`src/rtl/mant_align_shifter.sv`:
```
// mant_align_shifter: multi-cycle right shifter aligning a mantissa and producing guard/round/sticky
module mant_align_shifter #(
    parameter int W  = 24,
    parameter int EW = 8
) (
    input  logic          clk,
    input  logic          rst,
    input  logic          start,
    input  logic [W-1:0]  mant_i,
    input  logic [EW-1:0] shift_i,
    output logic          busy,
    output logic          done,
    output logic [W-1:0]  mant_o,
    output logic          guard_o,
    output logic          round_o,
    output logic          sticky_o
);
    typedef enum logic [1:0] {IDLE, SHIFT, DONE} state_t;
    localparam logic [31:0] SAT = 32'(W + 2);
    state_t        state_q, state_d;
    logic [W+1:0]  d_q, d_d;
    logic          sticky_q, sticky_d;
    logic [EW-1:0] cnt_q, cnt_d;
    logic          accept, sat;
    assign accept = start && state_q != SHIFT;
    // shifts of W+2 or more push every bit below round, so they resolve in one cycle
    assign sat = {{(32-EW){1'b0}}, shift_i} >= SAT;
    always_comb begin
        state_d  = state_q;
        d_d      = d_q;
        sticky_d = sticky_q;
        cnt_d    = cnt_q;
        if (accept) begin
            d_d      = sat ? '0 : {mant_i, 2'b00};
            sticky_d = sat ? |mant_i : 1'b0;
            cnt_d    = shift_i;
            state_d  = (sat || shift_i == '0) ? DONE : SHIFT;
        end else if (state_q == SHIFT) begin
            sticky_d = sticky_q | d_q[0];
            d_d      = {1'b0, d_q[W+1:1]};
            cnt_d    = cnt_q - 1'b1;
            state_d  = (cnt_q == EW'(1)) ? DONE : SHIFT;
        end else if (state_q == DONE) begin
            state_d  = IDLE;
        end
    end
    always_ff @(posedge clk) begin
        if (rst) begin
            state_q  <= IDLE;
            d_q      <= '0;
            sticky_q <= 1'b0;
            cnt_q    <= '0;
        end else begin
            state_q  <= state_d;
            d_q      <= d_d;
            sticky_q <= sticky_d;
            cnt_q    <= cnt_d;
        end
    end
    assign busy     = state_q == SHIFT;
    assign done     = state_q == DONE;
    assign mant_o   = d_q[W+1:2];
    assign guard_o  = d_q[1];
    assign round_o  = d_q[0];
    assign sticky_o = sticky_q;
endmodule

```
`config.mk`:
```
export PLATFORM = sky130hd
export DESIGN_NAME = mant_align_shifter
export DESIGN_NICKNAME = d
export VERILOG_FILES = /design/src/rtl/mant_align_shifter.sv
export SDC_FILE = /design/constraint.sdc
export NUM_CORES = 1
export LEC_CHECK = 0
export CAP_MARGIN = 20
export CELL_PAD_IN_SITES_DETAIL_PLACEMENT = 1
export CELL_PAD_IN_SITES_GLOBAL_PLACEMENT = 1
export CORE_MARGIN = 5
export CORE_UTILIZATION = 35
export CTS_CLUSTER_SIZE = 40
export DETAILED_ROUTE_END_ITERATION = 8
export PLACE_DENSITY_LB_ADDON = 0.1
export SLEW_MARGIN = 20
export SYNTH_ARGS = -nofsm -noshare
export SYNTH_HDL_FRONTEND = slang
export SYNTH_SLANG_ARGS = --single-unit
```
`constraint.sdc`:
```
create_clock -name clk -period 3.9 [get_ports clk]
set_input_delay 0.585 -clock clk [delete_from_list [all_inputs] [get_ports clk]]
set_output_delay 0.585 -clock clk [all_outputs]
set_load 0.005 [all_outputs]
```
==> flow_metrics.py <==
metrics = {
    "die": {
        "die_area_um2": 6911,
        "area_of_the_core_um2": 5140,
        "fp.dieH_um": 83.13,
        "floorplan.initialDensity_pct": 36.42,
        "floorplan.rows": 26,
        "die_w_um": 83.13,
        "top_level_ports": 64,
    },
    "grt": {
        "globalRouteOverflowTotal": 0,
        "grt_antenna_before_repair": 0,
        "grt_max_degree": 41,
        "global_route_wire_length_before_repair_um": 10040,
        "grtUsageTotal_pct": 17.54,
        "grt_pass1_vias": 2000,
    },
    "synth": {
        "synth_edf_count": 0,
        "postSynthCellCount": 219,
        "synth_adder_area_share_pct": 2.674,
        "synth_xor_area_share_pct": 0,
        "yosys.cell_types.count": 42,
        "yosysSeqAreaShare_pct": 39.57,
        "synth.largest_area_cell": "sky130_fd_sc_hd__dfxtp_1",
        "postSynthAreaPerCell_um2": 8.547,
        "synth_top_family_by_area": "simple AND/OR/NAND/NOR gates",
        "postSynth.asyncResetShare_pct": 0,
        "synthMostInstantiatedCell": "sky130_fd_sc_hd__nor2_1",
        "synth_compound_area_share_pct": 21.39,
        "netlist_top_cells_count": "sky130_fd_sc_hd__nor2_1 (45), sky130_fd_sc_hd__dfxtp_1 (37), sky130_fd_sc_hd__nor3b_1 (18)",
        "post_synth_main_area_contributors": "sky130_fd_sc_hd__dfxtp_1 (40%), sky130_fd_sc_hd__nor2_1 (9.0%), sky130_fd_sc_hd__a221oi_1 (7.5%), sky130_fd_sc_hd__nor3b_1 (7.2%), sky130_fd_sc_hd__a21oi_1 (4.3%)",
        "yosysWarnings": 0,
        "synthesis.area_um2": 1872,
        "yosys_most_used_dff": "sky130_fd_sc_hd__dfxtp_1",
        "postSynthNetCount": 258,
        "synth_top_area_share_pct": 39.57,
        "synthSimpleGateAreaFrac_pct": 26.60,
        "synthMuxAreaShare_pct": 4.278,
        "ys_ff_latch": 37,
    },
    "cts": {
        "cts_num_sinks": 37,
        "clock_latency_ns": 0.29,
        "cts_made_buffers": 5,
        "clk_pin_slew_ns": 0.07,
        "cts_tree": "yes",
        "cts.htree.levels": 2,
        "post_cts_setup_buffer_count": 0,
        "cts_resized": 0,
        "cts.root.buffer_cell": "sky130_fd_sc_hd__clkbuf_8",
        "cts_hold_repair_buffers": 0,
        "cts_buffer_depth": 2,
    },
    "critical_path": {
        "worstReg2RegEnd": "state_q[0]",
        "worst_path_max_stage_delay_ns": 0.57,
        "worstPathCellList": "inv_1, ha_2, or4b_4, or4_4, a31oi_1, o21ai_1",
        "cp_data_arrival_time_ns": 2.55,
        "crit_family": "simple AND/OR/NAND/NOR gates",
        "critical_path_class": "reg -> reg",
        "worstPathRequired_ns": 4.04,
        "timing.critical_path.to_type": "flip-flop",
        "r2r.worst_path.cells": 6,
        "worst_r2r_startpoint": "state_q[1]",
        "worst-path-buf-inv": 1,
        "regToRegSetupSlack_ns": 1.50,
        "critical_path_peak_fanout": 28,
        "critPathLaunchType": "flip-flop",
        "critPathSlowestCell": "sky130_fd_sc_hd__or4b_4",
    },
    "finish": {
        "register_area_um2": 740.7,
        "syn2layout_area_growth_pct": 43.18,
        "finish.net_count": 315,
        "final.fill_count": 630,
        "area_occupied_by_multi_input_gates_um2": 1031,
        "antenna_cells": 0,
        "layout.core_utilization_pct": 52.14,
        "post_route_cells_drive_above_1_share_pct": 7.581,
    },
    "detailed_routing": {
        "post-route-drc-count": 0,
        "wl_per_cell_um": 16.82,
        "routed-via-count": 1898,
        "routed_wirelength_um": 5838,
        "detailedRoute.firstIterationViolations": 97,
        "viasPerCell": 5.470,
        "antenna_violating_nets_post_route": 0,
        "first_pass_iters": 4,
    },
    "timing": {
        "finalSetupViolCount": 0,
        "period_needed_ns": 2.403,
        "tns_ns": 0,
        "fin_worst_skew_ns": 0.009105,
        "worst_pin_slew_ns": 0.8625,
        "slew_violations": 0,
        "worst_slew_margin_rel_pct": 42.32,
        "final_worst_path_cycle_share_pct": 61.62,
        "grt_setup_unrepaired": "false",
        "hold_viol": 0,
        "timing.hold.ws_ns": 0.5203,
        "achievable-frequency_mhz": 416.1,
    },
    "power_and_ir_drop": {
        "worst_ir_drop_vdd_v": 0.0001881,
        "power_density_nw_per_um2": 349.0,
        "power.static_leakage_nw": 0.9576,
    },
    "placed_design": {
        "portBuffers": 63,
        "place.detailed.hpwl_um": 4311,
        "gp_routability_congestion": 0.8140,
    },
    "flow_run": {
        "maxCapViolCount": 0,
    },
    "hold_path": {
        "hold_ep": "d_q[2]",
        "min_delay_worst_type": "reg -> reg",
        "hold_path_depth": 2,
        "hp-start": "d_q[3]",
    },
    "run_status": {
        "status": "complete, no violations",
    },
}
## report_power, final
part           switching, mW  internal [mW]
registers             0.0130          0.391
clock network          0.141          0.254
logic                 0.0629         0.0726
total                  0.217          0.718
## placed cells by master (no fill, tap or decap), types with 2 or more instances in the layout
cell type                         netlist  final
sky130_fd_sc_hd__clkdlybuf4s50_1        0     63
sky130_fd_sc_hd__nor2_1                45     45
sky130_fd_sc_hd__dfxtp_1               37     37
sky130_fd_sc_hd__nor3b_1               18     18
sky130_fd_sc_hd__a221oi_1              16     16
sky130_fd_sc_hd__a21oi_1               16     16
sky130_fd_sc_hd__mux2i_1                8      8
sky130_fd_sc_hd__inv_1                  7      7
sky130_fd_sc_hd__nor4_1                 7      7
sky130_fd_sc_hd__clkbuf_8               0      5
sky130_fd_sc_hd__nand2_1                4      4
sky130_fd_sc_hd__a211oi_1               4      4
sky130_fd_sc_hd__buf_4                  3      4
sky130_fd_sc_hd__a31oi_1                3      3
sky130_fd_sc_hd__nor3_1                 3      3
sky130_fd_sc_hd__nand4_1                3      3
sky130_fd_sc_hd__ha_1                   4      3
sky130_fd_sc_hd__or3_1                  2      2
sky130_fd_sc_hd__nand2b_1               2      2
sky130_fd_sc_hd__nor2b_1                2      2
sky130_fd_sc_hd__bufinv_16              0      2
## routing by layer
metal,routed length (µm),up-vias,GRT usage (%),part of all wire [%]
met2,2703,59,28.50,46
li1,-,926,-,-
met3,305,4,4.257,5.2
met1,2796,909,23.46,48
met4,31,0,4.012,0.53
met5,0,-,0,0
## flip-flops by register name, indices dropped and copies added (netlist names)
name / cells
d_q: 26
sticky_o: 1
state_q: 2
cnt_q: 8
## worst max path at each step
stage,startpoint,endpoint,slack (ns),cells after the start
floorplan,state_q[1],state_q[0],2.02,6
global placement,start,state_q[0],1.40,6
detailed placement,start,d_q[24],1.35,7
CTS,state_q[1],state_q[0],1.48,6
global route,state_q[1],state_q[0],1.37,6
finish,state_q[1],state_q[0],1.50,6
## cells by family (layout without fill, tap and decap cells)
logic type / Yosys count / after routing
simple gates: 93 / 93
compound gates: 53 / 53
flops: 37 / 37
buf+inv: 24 / 82
mux: 8 / 8
fa+ha+maj: 4 / 4
## area by class of cell
cell class | count | area share [%]
clock buffers | 5 | 2.568
clock inverters | 3 | 2.428
flip-flops and latches | 37 | 27.64
repair buffers | 67 | 24.65
well taps | 70 | 3.268
inverters | 7 | 0.9804
multi-input cells | 158 | 38.47
## per-stage QoR
stage	std cells	worst slack, ns	area, µm²	total power, mW
after global placement	339	1.398	2546	0.5467
after detailed placement	339	1.352	2546	0.5484
final	347	1.497	2680	0.9354
after CTS	347	1.479	2680	0.9443
after global routing	347	1.372	2680	0.9759
after floorplan	219	2.018	1872	0.4750
## worst reg2reg max path, delay by kind of cell (launching register included)
family	cells	cell delay [ns]
flops	1	0.33
compound gates	2	0.26
buf+inv	1	0.06
simple gates	2	1.11
fa+ha+maj	1	0.50
Note: power is estimated with default switching activity, not from simulation.
